===== config.mk =====
export PLATFORM = sky130hd
export DESIGN_NAME = hazard_ctrl_flat
export DESIGN_NICKNAME = d
export VERILOG_FILES = /design/src/rtl/hazard_pkg.sv /design/src/rtl/hazard_if.sv /design/src/rtl/hazard_fwd_sel.sv /design/src/rtl/hazard_ctrl.sv /design/src/flat_wrapper.sv
export SDC_FILE = /design/constraint.sdc
export NUM_CORES = 1
export LEC_CHECK = 0
export CAP_MARGIN = 25
export CELL_PAD_IN_SITES_DETAIL_PLACEMENT = 0
export CELL_PAD_IN_SITES_GLOBAL_PLACEMENT = 1
export CORE_UTILIZATION = 30
export CTS_BUF_LIST = sky130_fd_sc_hd__clkbuf_16
export DETAILED_ROUTE_END_ITERATION = 10
export HOLD_SLACK_MARGIN = 0.1
export PLACE_DENSITY = 0.81
export SYNTH_ARGS = -nofsm -noshare
export SYNTH_HDL_FRONTEND = slang
export SYNTH_SLANG_ARGS = --single-unit
export TNS_END_PERCENT = 30

===== constraint.sdc =====
create_clock -name clk -period 2.41 [get_ports clk]
set_clock_uncertainty 0.2 [all_clocks]
set_input_delay 0.482 -clock clk [delete_from_list [all_inputs] [get_ports clk]]
set_output_delay 0.482 -clock clk [all_outputs]
set_load 0.01 [all_outputs]

===== src/rtl/hazard_pkg.sv =====
// Shared types and encodings for the decode->execute hazard/forwarding controller.
package hazard_pkg;

  localparam logic [1:0] SEL_RF  = 2'b00;
  localparam logic [1:0] SEL_ALU = 2'b01;
  localparam logic [1:0] SEL_ALT = 2'b11;

  localparam logic [3:0] PC_REG = 4'd15;

  typedef enum logic [1:0] {RUN, LD_WAIT, FLUSH} state_e;

  typedef struct packed {
    logic       valid;
    logic [3:0] w_addr;
    logic       w_en;
    logic       is_load;
    logic       sets_flags;
  } sb_rec_t;

  // r15 is the PC: it is never tracked as a data dependency.
  function automatic logic reg_hit(logic [3:0] src, sb_rec_t rec);
    return rec.valid && rec.w_en && (src == rec.w_addr) && (src != PC_REG);
  endfunction

endpackage


===== src/rtl/hazard_if.sv =====
// Decode-side bundle of the hazard controller: instruction fields in, mux selects and pipeline controls out.
interface hazard_if;
  logic       dec_valid;
  logic [3:0] dec_A_addr;
  logic [3:0] dec_B_addr;
  logic [3:0] dec_shift_addr;
  logic [3:0] dec_str_addr;
  logic [3:0] dec_use;
  logic       dec_A_pc;
  logic       dec_B_imm;
  logic       dec_shift_imm;
  logic [3:0] dec_w_addr;
  logic       dec_w_en;
  logic       dec_is_load;
  logic       dec_sets_flags;
  logic       dec_reads_flags;
  logic       ex_branch_taken;
  logic [1:0] sel_A_in;
  logic [1:0] sel_B_in;
  logic [1:0] sel_shift_in;
  logic       en_A;
  logic       en_B;
  logic       en_S;
  logic       stall_fd;
  logic       bubble;
  logic       flush;

  modport master (
    output dec_valid, dec_A_addr, dec_B_addr, dec_shift_addr, dec_str_addr, dec_use,
           dec_A_pc, dec_B_imm, dec_shift_imm, dec_w_addr, dec_w_en, dec_is_load,
           dec_sets_flags, dec_reads_flags, ex_branch_taken,
    input  sel_A_in, sel_B_in, sel_shift_in, en_A, en_B, en_S, stall_fd, bubble, flush
  );

  modport slave (
    input  dec_valid, dec_A_addr, dec_B_addr, dec_shift_addr, dec_str_addr, dec_use,
           dec_A_pc, dec_B_imm, dec_shift_imm, dec_w_addr, dec_w_en, dec_is_load,
           dec_sets_flags, dec_reads_flags, ex_branch_taken,
    output sel_A_in, sel_B_in, sel_shift_in, en_A, en_B, en_S, stall_fd, bubble, flush
  );
endinterface


===== src/rtl/hazard_fwd_sel.sv =====
// Operand-mux select for one source: alternate operand, ALU bypass from EX, or regfile.
module fwd_sel
  import hazard_pkg::*;
(
  input  logic [3:0] src_addr,
  input  logic       used,
  input  logic       alt,
  input  sb_rec_t    ex,
  output logic [1:0] sel
);

  // NOTE: assign a default first so every path drives sel and no latch is inferred.
  always_comb begin
    sel = SEL_RF;
    if (alt)
      sel = SEL_ALT;
    else if (used && !ex.is_load && reg_hit(src_addr, ex))
      sel = SEL_ALU;
  end

endmodule


===== src/rtl/hazard_ctrl.sv =====
// Hazard/forwarding controller: EX/MEM scoreboard, forwarding selects, stall/bubble/flush FSM.
module hazard_ctrl
  import hazard_pkg::*;
#(
  parameter int LOAD_LAT     = 2,
  parameter int FLUSH_CYCLES = 2,
  parameter int RF_BYPASS    = 1
) (
  input  logic     clk,
  input  logic     rst_n,
  hazard_if.slave  hz
);

  localparam logic [2:0] LD_RELOAD = 3'(LOAD_LAT - 1);
  localparam logic [2:0] FL_RELOAD = 3'(FLUSH_CYCLES - 1);

  state_e     state;
  logic [2:0] cnt;
  sb_rec_t    ex_rec, mem_rec, dec_rec;
  logic [3:0] eff_use;
  logic [1:0] a_sel, b_sel, s_sel;
  logic       ld_hit, flg_hit, str_hit, raw_hit, hazard;
  logic       active, flush_now, ld_wait_now;
  logic       en_ops, stall_c, bubble_c, flush_c;

  fwd_sel u_fwd_a (.src_addr(hz.dec_A_addr),     .used(hz.dec_use[0]), .alt(hz.dec_A_pc),
                   .ex(ex_rec), .sel(a_sel));
  fwd_sel u_fwd_b (.src_addr(hz.dec_B_addr),     .used(hz.dec_use[1]), .alt(hz.dec_B_imm),
                   .ex(ex_rec), .sel(b_sel));
  fwd_sel u_fwd_s (.src_addr(hz.dec_shift_addr), .used(hz.dec_use[2]), .alt(hz.dec_shift_imm),
                   .ex(ex_rec), .sel(s_sel));

  // A source replaced by PC/immediate/zero reads no register and cannot hazard.
  assign eff_use = {hz.dec_use[3],
                    hz.dec_use[2] & ~hz.dec_shift_imm,
                    hz.dec_use[1] & ~hz.dec_B_imm,
                    hz.dec_use[0] & ~hz.dec_A_pc};

  function automatic logic src_hit(sb_rec_t rec);
    return (eff_use[0] && reg_hit(hz.dec_A_addr, rec))
        || (eff_use[1] && reg_hit(hz.dec_B_addr, rec))
        || (eff_use[2] && reg_hit(hz.dec_shift_addr, rec))
        || (eff_use[3] && reg_hit(hz.dec_str_addr, rec));
  endfunction

  assign ld_hit  = (src_hit(ex_rec) && ex_rec.is_load) || (src_hit(mem_rec) && mem_rec.is_load);
  assign flg_hit = hz.dec_reads_flags && ex_rec.valid && ex_rec.sets_flags;
  assign str_hit = eff_use[3] && !ex_rec.is_load && reg_hit(hz.dec_str_addr, ex_rec);
  assign raw_hit = (RF_BYPASS == 0) && src_hit(mem_rec) && !mem_rec.is_load;
  assign hazard  = hz.dec_valid && (ld_hit || flg_hit || str_hit || raw_hit);

  // A wait state whose counter has drained behaves exactly like RUN.
  assign active      = (state != RUN) && (cnt != 3'd0);
  assign flush_now   = hz.ex_branch_taken || (active && state == FLUSH);
  assign ld_wait_now = active && state == LD_WAIT;

  assign dec_rec = '{valid:      hz.dec_valid,
                     w_addr:     hz.dec_w_addr,
                     w_en:       hz.dec_w_en,
                     is_load:    hz.dec_is_load,
                     sets_flags: hz.dec_sets_flags};

  always_comb begin
    en_ops   = 1'b1;
    stall_c  = 1'b0;
    bubble_c = 1'b0;
    flush_c  = 1'b0;
    if (!rst_n) begin
      en_ops = 1'b0;
    end else if (flush_now) begin
      en_ops   = 1'b0;
      bubble_c = 1'b1;
      flush_c  = 1'b1;
    end else if (ld_wait_now || hazard) begin
      en_ops   = 1'b0;
      stall_c  = 1'b1;
      bubble_c = 1'b1;
    end else if (!hz.dec_valid) begin
      bubble_c = 1'b1;
    end
  end

  assign hz.sel_A_in     = rst_n ? a_sel : SEL_RF;
  assign hz.sel_B_in     = rst_n ? b_sel : SEL_RF;
  assign hz.sel_shift_in = rst_n ? s_sel : SEL_RF;
  assign hz.en_A         = en_ops;
  assign hz.en_B         = en_ops;
  assign hz.en_S         = en_ops;
  assign hz.stall_fd     = stall_c;
  assign hz.bubble       = bubble_c;
  assign hz.flush        = flush_c;

  // NOTE: asynchronous reset in the sensitivity list; state updates use non-blocking assignments only.
  always_ff @(posedge clk or negedge rst_n) begin
    if (!rst_n) begin
      state   <= RUN;
      cnt     <= 3'd0;
      ex_rec  <= '0;
      mem_rec <= '0;
    end else begin
      mem_rec <= ex_rec;
      ex_rec  <= bubble_c ? sb_rec_t'('0) : dec_rec;
      if (hz.ex_branch_taken) begin
        state <= FLUSH;
        cnt   <= FL_RELOAD;
      end else if (active) begin
        cnt <= cnt - 3'd1;
      end else if (hz.dec_valid && ld_hit) begin
        state <= LD_WAIT;
        cnt   <= LD_RELOAD;
      end else begin
        state <= RUN;
        cnt   <= 3'd0;
      end
    end
  end

endmodule

===== src/flat_wrapper.sv =====
// flat-port wrapper written by rule: the top's interface ports become plain ports
module hazard_ctrl_flat import hazard_pkg::*;
#(
  parameter int LOAD_LAT     = 2,
  parameter int FLUSH_CYCLES = 2,
  parameter int RF_BYPASS    = 1
)
  (clk, rst_n, hz_dec_valid, hz_dec_A_addr, hz_dec_B_addr, hz_dec_shift_addr, hz_dec_str_addr, hz_dec_use, hz_dec_A_pc, hz_dec_B_imm, hz_dec_shift_imm, hz_dec_w_addr, hz_dec_w_en, hz_dec_is_load, hz_dec_sets_flags, hz_dec_reads_flags, hz_ex_branch_taken, hz_sel_A_in, hz_sel_B_in, hz_sel_shift_in, hz_en_A, hz_en_B, hz_en_S, hz_stall_fd, hz_bubble, hz_flush);
  hazard_if hz_i ();
  input  logic clk;
  input  logic rst_n;
  input wire logic [$bits(hz_i.dec_valid)-1:0] hz_dec_valid;
  input wire logic [$bits(hz_i.dec_A_addr)-1:0] hz_dec_A_addr;
  input wire logic [$bits(hz_i.dec_B_addr)-1:0] hz_dec_B_addr;
  input wire logic [$bits(hz_i.dec_shift_addr)-1:0] hz_dec_shift_addr;
  input wire logic [$bits(hz_i.dec_str_addr)-1:0] hz_dec_str_addr;
  input wire logic [$bits(hz_i.dec_use)-1:0] hz_dec_use;
  input wire logic [$bits(hz_i.dec_A_pc)-1:0] hz_dec_A_pc;
  input wire logic [$bits(hz_i.dec_B_imm)-1:0] hz_dec_B_imm;
  input wire logic [$bits(hz_i.dec_shift_imm)-1:0] hz_dec_shift_imm;
  input wire logic [$bits(hz_i.dec_w_addr)-1:0] hz_dec_w_addr;
  input wire logic [$bits(hz_i.dec_w_en)-1:0] hz_dec_w_en;
  input wire logic [$bits(hz_i.dec_is_load)-1:0] hz_dec_is_load;
  input wire logic [$bits(hz_i.dec_sets_flags)-1:0] hz_dec_sets_flags;
  input wire logic [$bits(hz_i.dec_reads_flags)-1:0] hz_dec_reads_flags;
  input wire logic [$bits(hz_i.ex_branch_taken)-1:0] hz_ex_branch_taken;
  output wire logic [$bits(hz_i.sel_A_in)-1:0] hz_sel_A_in;
  output wire logic [$bits(hz_i.sel_B_in)-1:0] hz_sel_B_in;
  output wire logic [$bits(hz_i.sel_shift_in)-1:0] hz_sel_shift_in;
  output wire logic [$bits(hz_i.en_A)-1:0] hz_en_A;
  output wire logic [$bits(hz_i.en_B)-1:0] hz_en_B;
  output wire logic [$bits(hz_i.en_S)-1:0] hz_en_S;
  output wire logic [$bits(hz_i.stall_fd)-1:0] hz_stall_fd;
  output wire logic [$bits(hz_i.bubble)-1:0] hz_bubble;
  output wire logic [$bits(hz_i.flush)-1:0] hz_flush;
  assign hz_i.dec_valid = hz_dec_valid;
  assign hz_i.dec_A_addr = hz_dec_A_addr;
  assign hz_i.dec_B_addr = hz_dec_B_addr;
  assign hz_i.dec_shift_addr = hz_dec_shift_addr;
  assign hz_i.dec_str_addr = hz_dec_str_addr;
  assign hz_i.dec_use = hz_dec_use;
  assign hz_i.dec_A_pc = hz_dec_A_pc;
  assign hz_i.dec_B_imm = hz_dec_B_imm;
  assign hz_i.dec_shift_imm = hz_dec_shift_imm;
  assign hz_i.dec_w_addr = hz_dec_w_addr;
  assign hz_i.dec_w_en = hz_dec_w_en;
  assign hz_i.dec_is_load = hz_dec_is_load;
  assign hz_i.dec_sets_flags = hz_dec_sets_flags;
  assign hz_i.dec_reads_flags = hz_dec_reads_flags;
  assign hz_i.ex_branch_taken = hz_ex_branch_taken;
  assign hz_sel_A_in = hz_i.sel_A_in;
  assign hz_sel_B_in = hz_i.sel_B_in;
  assign hz_sel_shift_in = hz_i.sel_shift_in;
  assign hz_en_A = hz_i.en_A;
  assign hz_en_B = hz_i.en_B;
  assign hz_en_S = hz_i.en_S;
  assign hz_stall_fd = hz_i.stall_fd;
  assign hz_bubble = hz_i.bubble;
  assign hz_flush = hz_i.flush;
  hazard_ctrl #(.LOAD_LAT(LOAD_LAT), .FLUSH_CYCLES(FLUSH_CYCLES), .RF_BYPASS(RF_BYPASS)) u_core (.clk(clk), .rst_n(rst_n), .hz(hz_i));
endmodule

**Yosys cells after proc, flatten, opt, wreduce, memory -nomap -nowiden**

Cells that the tools add are included.

- Register bits: 20
- Input bits: 35
- Output and inout bits: 12
- Word-level logic and storage cells: 118

- Mux-type cells: 28
- Reductions and logical operators: 57
- Equality and inequality tests: 15
- Add/sub/neg operators: 1
- Bitwise logic cells: 6

Operator list:

| kind | number |
|---|---|
| logical AND 1 bit | 43 |
| == test 4 bit | 8 |
| 2-to-1 mux 1 bit | 17 |
| 2-to-1 mux 2 bit | 8 |
| != test 4 bit (second input constant) | 4 |
| logical OR 1 bit | 11 |
| 2-to-1 mux 8 bit | 1 |
| 2-to-1 mux 3 bit | 2 |
| bitwise AND 1 bit | 3 |
| NOT 1 bit | 3 |
| nonzero test 3 bit | 1 |
| subtractor 3 x 1 -> 3 bit (second input constant) | 1 |
| == test 2 x 1 -> 1 bit (second input constant) | 1 |
| == test 2 bit (second input constant) | 1 |
| != test 2 bit (second input constant) | 1 |
| nonzero test 2 bit | 1 |
| zero test 1 bit | 1 |

**Longest topological paths before layout**

- Depth in word-level cells: 17
- Gate-level depth with buffers: 9
- Gate-level depth less buffers: 7

**Cells and area by module**

Synthesis repeated with hierarchy kept, for this count alone.

- Cell total of the unflattened synthesis: 183
- Area, all modules: 1640.3 um^2

By module, submodules not included:

| module | area each (um^2) | times used | seq. area each (um^2) | cells an instance |
|---|---|---|---|---|
| hazard_ctrl | 1407.6 | 1 | 500.5 | 150 |
| fwd_sel | 77.6 | 3 | 0.0 | 11 |

**Least setup slack after synthesis**

Ideal clock, no wire load.

- Path kind: input port to output port
- Start point: input hz_dec_str_addr[3]
- End point: output hz_en_B
- Stages: 8
- Required time: 1.728 ns
- Buffers on the path: 1
- Slack: -0.318 ns
- Arrival: 2.046 ns
- Path through: nand3_1 -> and3_1 -> o2111ai_1 -> and4_1 -> nor2_2 -> or3_1 -> a211oi_2 -> buf_4

- Word-level cells in the longest chain between the ends: 14
- Elaborated cells on any way between the ends: 22
- Classes of those cells: eq/ne: 3; mux: 3; reduce/logical: 16

RTL lines:

| element | line | RTL |
|---|---|---|
| start, declared | flat_wrapper.sv:16 | `input wire logic [$bits(hz_i.dec_str_addr)-1:0] hz_dec_str_addr;` |
| == test 4 bit | hazard_pkg.sv:22 | `return rec.valid && rec.w_en && (src == rec.w_addr) && (src != PC_REG);` |
| logical AND 1 bit (2 in a row) | hazard_pkg.sv:22 |  |
| logical AND 1 bit | hazard_ctrl.sv:43 | `\|\| (eff_use[3] && reg_hit(hz.dec_str_addr, rec));` |
| logical OR 1 bit | hazard_ctrl.sv:43 |  |
| logical AND 1 bit | hazard_ctrl.sv:46 | `assign ld_hit = (src_hit(ex_rec) && ex_rec.is_load) \|\| (src_hit(mem_rec) && mem_rec.is_load);` |
| logical OR 1 bit | hazard_ctrl.sv:46 |  |
| logical OR 1 bit | hazard_ctrl.sv:50 | `assign hazard = hz.dec_valid && (ld_hit \|\| flg_hit \|\| str_hit \|\| raw_hit);` |
| logical OR 1 bit * | hazard_ctrl.sv:50 |  |
| logical AND 1 bit * | hazard_ctrl.sv:50 |  |
| logical OR 1 bit * | hazard_ctrl.sv:74 | `end else if (ld_wait_now \|\| hazard) begin` |
| 2-to-1 mux 1 bit * | hazard_ctrl.sv:74 |  |
| 2-to-1 mux 1 bit * | hazard_ctrl.sv:70 | `end else if (flush_now) begin` |
| 2-to-1 mux 1 bit * | hazard_ctrl.sv:68 | `if (!rst_n) begin` |
| end, declared | flat_wrapper.sv:31 | `output wire logic [$bits(hz_i.en_B)-1:0] hz_en_B;` |

Mark *: on every way between the ends. The rest lies on a longest branch, timed or not.

**Final worst setup path**

- Start point: register u_core.mem_rec[4] in the netlist's numbering
- End point: output hz_en_A

- Word-level cells in the longest chain between the ends: 16
- Elaborated cells on any way between the ends: 28
- Classes of those cells: eq/ne: 4; mux: 3; reduce/logical: 21

RTL lines:

| element | line | RTL |
|---|---|---|
| start, declared | hazard_ctrl.sv:19 | `sb_rec_t ex_rec, mem_rec, dec_rec;` |
| start signal, assigned | hazard_ctrl.sv:101 | `mem_rec <= ex_rec;` |
| == test 4 bit | hazard_pkg.sv:22 |  |
| logical AND 1 bit (2 in a row) | hazard_pkg.sv:22 |  |
| logical AND 1 bit (on tied branches) | hazard_ctrl.sv:40, hazard_ctrl.sv:41 |  |
| logical OR 1 bit | hazard_ctrl.sv:41 | `\|\| (eff_use[1] && reg_hit(hz.dec_B_addr, rec))` |
| logical OR 1 bit | hazard_ctrl.sv:42 | `\|\| (eff_use[2] && reg_hit(hz.dec_shift_addr, rec))` |
| logical OR 1 bit * | hazard_ctrl.sv:43 |  |
| logical AND 1 bit * | hazard_ctrl.sv:46 |  |
| logical OR 1 bit * | hazard_ctrl.sv:46 |  |
| logical OR 1 bit * (2 in a row) | hazard_ctrl.sv:50 |  |
| logical AND 1 bit * | hazard_ctrl.sv:50 |  |
| logical OR 1 bit * | hazard_ctrl.sv:74 |  |
| 2-to-1 mux 1 bit * | hazard_ctrl.sv:74 |  |
| 2-to-1 mux 1 bit * | hazard_ctrl.sv:70 |  |
| 2-to-1 mux 1 bit * | hazard_ctrl.sv:68 |  |
| end, declared | flat_wrapper.sv:30 | `output wire logic [$bits(hz_i.en_A)-1:0] hz_en_A;` |

Marked as above.

==> qor.yml <==
worstMarginPinSlew_ns: 0.3286
synth_edf_count: 0
ios: 47
initial_core_util_pct: 31.29
start_kind: "register"
yosys.area_share.adder_pct: 1.837
synth-seq-cells: 20
hold_ws_ns: 0.2186
synthSimpleGateAreaFrac_pct: 24.24
grt_antenna_before_repair: 0
syn_nets: 186
ys_warn_count: 0
nets: 265
area_delta_synth_final_pct: 62.90
slowest_stage: "dfrtp_2"
dp.final_hpwl_um: 2860
setup.worst_path.end: "hz_en_A"
reg2regPathDepth: 9
finalHoldViolations: 0
antenna_cells: 0
synthXorXnorAreaFrac_pct: 16.71
cts_root_buf: "clkbuf_16"
ant_nets: 0
synth_top_area_share_pct: 36.73
syn-instance-count: 149
syn-cell-area_um2: 1363
final_layout_size_suffix_gt1_share_pct: 35.68
grt_max_degree: 21
die_x_um: 69.40
gr-total-overflow: 0
worstPathCellList: "xnor2_1, and3_1, o2111ai_1, and4_1, nor2_2, or3_4, a211oi_4, buf_2"
cp-end-kind: "output port"
slowest_delay_ns: 0.45
track_usage_pct: 14.84
r2r-end: "u_core.ex_rec[3]$_DFF_PN0_"
htreeDepth: 1
hold_buffers: 0
synth.distinct_cells: 38
grt_use_met2_pct: 24.92
ys_top_cells_by_count: "20 x dfrtp_1, 18 x xnor2_1, 14 x nor2_1"
yosysMostFrequentCell: "dfrtp_1"
drt-initial-drc-count: 66
crit_type: "reg -> out"
utilization_pct: 50.98
irDropWorstVdd_mv: 0.4892
wl_um: 3550
synth_top_family_by_area: "simple AND/OR/NAND/NOR gates"
fmax_mhz: 356.0
grt_pass1_vias: 1345
cts_tree: "built"
async_flop_share_pct: 100.0
avgSynthCellArea_um2: 9.145
use_met1_pct: 19.67
path_clk_slew_ns: 0.05
top_usage_layer: "met2"
dpl_worst_slack_ns: -1.192
dieArea_um2: 4816
fin_ws_ns: -0.3991
viasPerCell: 4.817
period_needed_ns: 2.809
min-delay-path-class: "reg -> reg"
rrSetupSlack_ns: 0.15
status: "finished with violations"
cp_max_fo: 5
reg2reg_from: "u_core.ex_rec[6]$_DFF_PN0_"
grt_pass1_wl_um: 5796
startpoint: "u_core.mem_rec[4]$_DFF_PN0_"
synth_top_cells_by_area: "dfrtp_1 37%, xnor2_1 12%, xor2_1 5.1%"
io_buffers: 46
insertion_delay_ns: 0.25
setup_violations: 6
cp.required_ns: 1.73
maxSlewViolCount: 0
cts.path.max_buffers: 2
power-per-cell-area_nw_per_um2: 607.8
cp_data_arrival_time_ns: 2.13
grtUsageMet3_pct: 1.308
power.leakage_nw: 0.9728
synthFlopType: "dfrtp_1"
maxSlewHeadroom_pct: 78.05
post_cts_buffers: 0
coreArea_um2: 4354
first_pass_iters: 4
wl_per_cell_um: 12.72
numCtsBuffers: 3
fin_crit_sh_pct: 116.6
maxCapViolCount: 0
design_power_total_mw: 1.349
tns_ns: -1.879
rsz0062_at_grt: "true"
die_h_um: 69.40
drc: 0
violations: "negative setup slack"
rows: 24
synth-compound-area-share_pct: 15.24
gp_congestion: 0.8132
vias: 1344
synthMuxAreaShare_pct: 0
synth_top_cell_by_area: "dfrtp_1"
cts_sinks: 20
seq_area_frac_synth_pct: 36.73
## per-layer routing
layer	wire [um]	vias to the layer above
li1	-	676
met3	138	6
met5	0	-
met1	1622	628
met2	1745	34
met4	44	0
## how the worst min path moves through the flow
stage	startpoint	endpoint	slack (ns)	depth (start not counted)
6_report	u_core.ex_rec[2]$_DFF_PN0_	u_core.mem_rec[2]$_DFF_PN0_	0.22	0
5_1_grt	u_core.ex_rec[2]$_DFF_PN0_	u_core.mem_rec[2]$_DFF_PN0_	0.24	0
4_1_cts	u_core.ex_rec[2]$_DFF_PN0_	u_core.mem_rec[2]$_DFF_PN0_	0.22	0
3_5_place_dp	u_core.ex_rec[2]$_DFF_PN0_	u_core.mem_rec[2]$_DFF_PN0_	0.21	0
3_3_place_gp	u_core.ex_rec[2]$_DFF_PN0_	u_core.mem_rec[2]$_DFF_PN0_	0.19	0
2_1_floorplan	rst_n	u_core.cnt[0]$_DFF_PN0_	-0.01	0
## registers in the layout, summed over array words and instances (netlist names)
signal and cells:
u_core.ex_rec 8, u_core.state 2, u_core.mem_rec 7, u_core.cnt 3
## cell type report
cell class                      instances  area [um^2]
Fill cell                             410         2135
Multi-Input combinational cell        114        858.3
Timing Repair Buffer                   81        653.1
Sequential cell                        20        508.0
Clock buffer                            3        75.07
Tap cell                               52        65.06
Clock inverter                          1        30.03
Inverter                                8        30.03
## metrics by stage
stage	area, um^2	instances
final	2220	279
after global routing	2220	279
after CTS	2208	279
after detailed placement	2143	275
after global placement	2143	275
after floorplan	1396	149
## critical path: cells and delay by family, from the launching register on
kind	cells	cell delay (ns)
AOI/OAI and AO/OA	2	0.25
DFF	1	0.45
xor gates and xnor gates	1	0.15
buffers and inverters	1	0.17
and+or+nand+nor	4	0.85
## placed cells by master (no fill, tap or decap), types with 5 or more instances in the layout
cell	instances
a31oi_1	5
and2_1	9
buf_2	12
buf_4	34
clkdlybuf4s50_1	12
dfrtp_1	14
dfrtp_2	6
dlygate4sd2_1	12
inv_1	7
nand2_1	6
nand4_1	6
nor2_1	14
xnor2_1	18
xor2_1	8
## power by group
| part | internal [mW] | total, mW | switching [mW] | leakage, nW |
|---|---|---|---|---|
| clock network | 0.329 | 0.440 | 0.111 | 0.0511 |
| registers | 0.397 | 0.450 | 0.0534 | 0.245 |
| logic | 0.248 | 0.459 | 0.211 | 0.676 |
## repair_timing
action / 4_1_cts / 5_1_grt
endpoints found under the setup margin: 20 / 15
pin swaps: 17 / 4
gates resized for setup: 95 / 5
## cells by family after synthesis
| logic type | after synthesis |
|---|---|
| xor+xnor | 26 |
| simple gates | 61 |
| fa+ha+maj | 2 |
| flops | 20 |
| compound gates | 25 |
| buf+inv | 15 |
Power figures use the tool's default switching activity.
